--- src/rtl/poly_scalar_modmul.sv ---
// Bit-serial streaming scaler: out_coef = (in_coef * scalar) mod q, one coefficient at a time.
// Define POLY_SCALE_SIGNED_EN to treat in_coef as two's-complement (one extra negate cycle).
module poly_scalar_modmul #(
  parameter int N    = 1024,
  parameter int W    = 30,
  parameter int PT_W = 1
) (
  input  logic            clk,
  input  logic            reset,
  input  logic            start,
  input  logic [W-1:0]    scalar,
  input  logic [W-1:0]    modulus,
  output logic            busy,
  input  logic            in_valid,
  output logic            in_ready,
  input  logic [PT_W-1:0] in_coef,
  output logic            out_valid,
  input  logic            out_ready,
  output logic [W-1:0]    out_coef,
  output logic            out_last,
  output logic            done
);
  localparam int IW = $clog2(N);
`ifdef POLY_SCALE_SIGNED_EN
  localparam int STEPS = PT_W + 1;
`else
  localparam int STEPS = PT_W;
`endif
  localparam int CW = $clog2(STEPS + 1);

  typedef enum logic [2:0] {IDLE, ACCEPT, COMPUTE, HOLD, FINISH} state_t;

  state_t          state_reg, state_next;
  logic [IW-1:0]   index_reg;
  logic [CW-1:0]   step_reg;
  logic [W-1:0]    acc_reg;
  logic [W-1:0]    scalar_reg;
  logic [W-1:0]    modulus_reg;
  logic [PT_W-1:0] coef_reg;
`ifdef POLY_SCALE_SIGNED_EN
  logic            neg_reg;
`endif

  logic          last_step, at_last;
  logic [W:0]    dbl, dbl_red, sum;
  logic [W-1:0]  sum_red, step_val;

  assign last_step = (step_reg == CW'(STEPS - 1));
  assign at_last   = (index_reg == IW'(N - 1));

  // One shift-and-add step: both reductions are a single conditional subtract since inputs are < q.
  assign dbl      = {acc_reg, 1'b0};
  assign dbl_red  = (dbl >= {1'b0, modulus_reg}) ? dbl - {1'b0, modulus_reg} : dbl;
  assign sum      = dbl_red + {1'b0, scalar_reg};
  assign sum_red  = W'((sum >= {1'b0, modulus_reg}) ? sum - {1'b0, modulus_reg} : sum);
  assign step_val = coef_reg[PT_W-1] ? sum_red : dbl_red[W-1:0];

  always_ff @(posedge clk) begin
    if (reset) state_reg <= IDLE;
    else       state_reg <= state_next;
  end

  always_comb begin
    state_next = state_reg;
    case (state_reg)
      IDLE:    if (start)     state_next = ACCEPT;
      ACCEPT:  if (in_valid)  state_next = COMPUTE;
      COMPUTE: if (last_step) state_next = HOLD;
      HOLD:    if (out_ready) state_next = at_last ? FINISH : ACCEPT;
      FINISH:                 state_next = IDLE;
      default:                state_next = IDLE;
    endcase
  end

  always_ff @(posedge clk) begin
    if (reset) begin
      index_reg   <= '0;
      step_reg    <= '0;
      acc_reg     <= '0;
      scalar_reg  <= '0;
      modulus_reg <= '0;
      coef_reg    <= '0;
`ifdef POLY_SCALE_SIGNED_EN
      neg_reg     <= 1'b0;
`endif
    end else begin
      if (state_reg == IDLE && start) begin
        scalar_reg  <= scalar;
        modulus_reg <= modulus;
        index_reg   <= '0;
      end
      if (state_reg == ACCEPT && in_valid) begin
        acc_reg  <= '0;
        step_reg <= '0;
`ifdef POLY_SCALE_SIGNED_EN
        // Most negative value wraps to itself, which reads back as the right unsigned magnitude.
        coef_reg <= in_coef[PT_W-1] ? (~in_coef) + PT_W'(1) : in_coef;
        neg_reg  <= in_coef[PT_W-1];
`else
        coef_reg <= in_coef;
`endif
      end
      if (state_reg == COMPUTE) begin
        step_reg <= step_reg + CW'(1);
`ifdef POLY_SCALE_SIGNED_EN
        if (last_step) begin
          if (neg_reg && acc_reg != '0) acc_reg <= modulus_reg - acc_reg;
        end else begin
          acc_reg  <= step_val;
          coef_reg <= coef_reg << 1;
        end
`else
        acc_reg  <= step_val;
        coef_reg <= coef_reg << 1;
`endif
      end
      if (state_reg == HOLD && out_ready) index_reg <= index_reg + IW'(1);
    end
  end

  assign busy      = (state_reg != IDLE);
  assign in_ready  = (state_reg == ACCEPT);
  assign out_valid = (state_reg == HOLD);
  assign out_coef  = acc_reg;
  assign out_last  = (state_reg == HOLD) && at_last;
  assign done      = (state_reg == FINISH);
endmodule

--- config.mk ---
export PLATFORM = sky130hd
export DESIGN_NAME = poly_scalar_modmul
export DESIGN_NICKNAME = d
export VERILOG_FILES = /design/src/rtl/poly_scalar_modmul.sv
export SDC_FILE = /design/constraint.sdc
export NUM_CORES = 1
export LEC_CHECK = 0
export CAP_MARGIN = 20
export CORE_MARGIN = 3
export CORE_UTILIZATION = 58
export CTS_BUF_LIST = sky130_fd_sc_hd__clkbuf_4 sky130_fd_sc_hd__clkbuf_8
export CTS_CLUSTER_SIZE = 10
export DETAILED_ROUTE_END_ITERATION = 10
export DONT_BUFFER_PORTS = 1
export PLACE_DENSITY_LB_ADDON = 0.12
export RECOVER_POWER = 50
export SLEW_MARGIN = 20
export SYNTH_ARGS = -nofsm -noshare
export SYNTH_HDL_FRONTEND = slang
export SYNTH_SLANG_ARGS = --single-unit
--- constraint.sdc ---
create_clock -name clk -period 8.2 [get_ports clk]
set_input_delay 1.23 -clock clk [delete_from_list [all_inputs] [get_ports clk]]
set_output_delay 1.23 -clock clk [all_outputs]
set_load 0.005 [all_outputs]
==> summary.txt <==
Status
  • Status: finished, violations left
  • Failing checks: max-capacitance violations, max-slew violations

Yosys
  • Mapped Area: about 9000 um2
  • EDFF count, synth: 0
  • Ys Warns: 0
  • Synthesized flop and latch total: 105
  • Mapped Cells: 1,242
  • Syn Nets: about 1,400
  • Synth Area per Inst: between 7 and 8 um2
  • Post-synthesis sequential area ratio: 0.229
  • Cell variety after synth: 69
  • Synth async-reset ratio: 0
  • Most common flop cell mapped by yosys: dfxtp_1

STA
  • Relative slew slack: -1.10
  • Final setup violating endpoints: 0
  • Tcrit/Tclk final: 0.933
  • Max Transition Viols Final: between 100 and 150
  • Fmax achieved: 0.131 GHz
  • Least-Margin Pin Slew: approximately 3.2 ns
  • Fin crit period: around 7.6 ns
  • TNS Setup: 0 ns
  • Final Skew: 0.0102 ns
  • Fin. Hold Viols: 0
  • RSZ-0062 raised after global routing: no

Clock network
  • Clk Latency, worst-skew pair: just under 0.4 ns
  • Max clock buf depth: 2
  • Root Driver: clkbuf_8
  • Worst-path clk slew: 0.11 ns
  • Number of CTS-inserted buffers: 9
  • Clock sinks: ~110
  • CTS tree: built
  • H-tree depth: 3

Floorplanning
  • Die Height: between 100 and 150 um
  • Initial Utilization: 0.598
  • Ports: between 100 and 150
  • Core area: roughly 15,000 um2
  • Row count: 45
  • DIE WIDTH: 132 um
  • DIE AREA: about 17,000 um2

Global route
  • Vias in the first global route: 8,093
  • Total Routing Usage GR: 0.274
  • Largest net degree at the start of global routing: 80
  • Overflow after GRT: 0
  • First-pass GRT wire length: 39,800 um
  • Initial antenna violation count: 0

Setup path
  • Critical path endpoint category: register
  • Slowest stage cell, crit path: ha_1
  • WS Path Type: reg -> reg
  • Max incr delay on CP: 0.41 ns
  • Top cell by count, worst path: buf_4
  • Startpoint Class: register
  • Worst Path Arrival: 7.96 ns
  • Crit-path max FO: 18
  • Worst Path Required: 8.51 ns

Cells and area
  • Layout Nets: between 1,000 and 1,500
  • Share of cells above drive strength 1: 0.0481
  • Antenna cells: 0
  • Syn-to-layout area delta: 4.36%
  • # fillers: roughly 1,500
  • Final core occ: 0.624

Route
  • Drt via density: 6.02
  • WL final: 24,200 um
  • Routed Antenna Nets: 0
  • WL/cell: approximately 17 um
  • 1st-iter DRT viols: between 500 and 600
  • # DRC: 0
  • First-pass detailed-route iteration total: 5
  • Vias: 8,654

Placed design
  • DPL Wire Length: ~19,000 um
  • # port buffers: 0
  • Gpl congestion: 0.962

Run
  • Max-Cap Viols: 2

Min path
  • HP Class: reg -> reg
==> stage by stage <==
step | hold slack [ns] | setup WS [ns] | instance area [um2] | std cells
floorplan | 0.436 | 1.43 | 9160 | 1242
global placement | 0.436 | 0.540 | 9350 | 1418
detailed placement | 0.441 | 0.470 | 9350 | 1418
CTS | 0.457 | 0.426 | 9530 | 1434
global route | 0.478 | 0.0212 | 9560 | 1438
finish | 0.454 | 0.550 | 9560 | 1438
==> Yosys cell counts, types with 4 or more instances <==
library cell  count  area (um2)
nand4_1           6        37.5
nor4_1            6        37.5
o21bai_1         16         120
nor2_1           63         236
nand3b_1          4        30.0
mux2_2            7        78.8
nor3_1           22         110
nor2b_1          14        87.6
o31ai_1          10        75.1
inv_1            59         221
a21o_1           34         255
and2_1            8        50.1
a31oi_1          10        62.6
xor2_1           26         228
dfxtp_1         105        2100
nand2_1         228         856
o211ai_1         22         165
mux2i_1          29         290
clkbuf_1         41         154
a21oi_1         149         746
a22oi_1          15         113
o21a_1           21         158
nand2b_1          9        56.3
a221o_1           5        50.1
buf_2             5        25.0
ha_1             92        1150
xnor2_1          44         385
and3_1           10        62.6
o21ai_0          81         405
nand3_1          26         130
a21boi_0          5        37.5
a311oi_1          4        35.0
a211oi_1         10        75.1
nor3b_1           4        30.0
==> worst max-delay path, delay by kind of cell, from the launching register on <==
family          cells  cell delay [ns]
compound gates     12             2.63
xor+xnor            1             0.21
fa+ha+maj           3             1.11
buf+inv             4             0.92
flops               1             0.38
mux                 2             0.72
simple gates        9             1.59
==> cells in the final DEF, fill, tap and decap left out, types with 22 or more instances in the layout <==
cell	count
o21ai_0	80
ha_1	92
xor2_1	26
mux2i_1	28
nand3_1	26
xnor2_1	44
inv_1	59
a21oi_1	149
a21o_1	34
dfxtp_1	105
nor2_1	62
o211ai_1	22
nand2_1	228
==> cell families after synthesis <==
logic type                 synth area share
DFF                                   0.229
and+or+nand+nor                       0.204
xor gates and xnor gates             0.0669
AOI/OAI and AO/OA                     0.279
muxes                                0.0419
adders and majority gates             0.132
buffers and inverters                0.0463
==> routing by layer <==
metal	global-route usage	share of wire
met1	0.374	0.47
met2	0.435	0.44
met3	0.0586	0.064
met4	0.0799	0.022
met5	0	0
==> final timing paths <==
check                         startpoint                     endpoint  slack [ns]  cells past startpoint
max            out_coef[15]$_SDFFE_PP0P_     out_coef[1]$_SDFFE_PP0P_        0.55                     31
min          modulus_reg[2]$_SDFFE_PP0P_  modulus_reg[2]$_SDFFE_PP0P_        0.45                      2
max reg2reg    out_coef[15]$_SDFFE_PP0P_     out_coef[1]$_SDFFE_PP0P_        0.55                     31
min reg2reg  modulus_reg[2]$_SDFFE_PP0P_  modulus_reg[2]$_SDFFE_PP0P_        0.45                      2
==> final cells by class <==
| type | instances | area [um2] | area share |
|---|---|---|---|
| Clock buffer | 9 | 124 | 0.0130 |
| Tap cell | 211 | 264 | 0.0276 |
| Timing Repair Buffer | 18 | 131 | 0.0137 |
| Multi-Input combinational cell | 1029 | 6660 | 0.697 |
| Sequential cell | 105 | 2100 | 0.220 |
| Inverter | 59 | 221 | 0.0232 |
| Clock inverter | 7 | 56.3 | 0.00589 |
==> timing repair <==
item / 4_1_cts / 5_1_grt
gates resized for setup: 0 / 3
setup buffers: 0 / 4
hold buffers: 0 / 0
endpoints found under the setup margin: 0 / 20
Power is not shown: default switching activity piles up to over one toggle a cycle in this logic, so the estimate is an artifact.
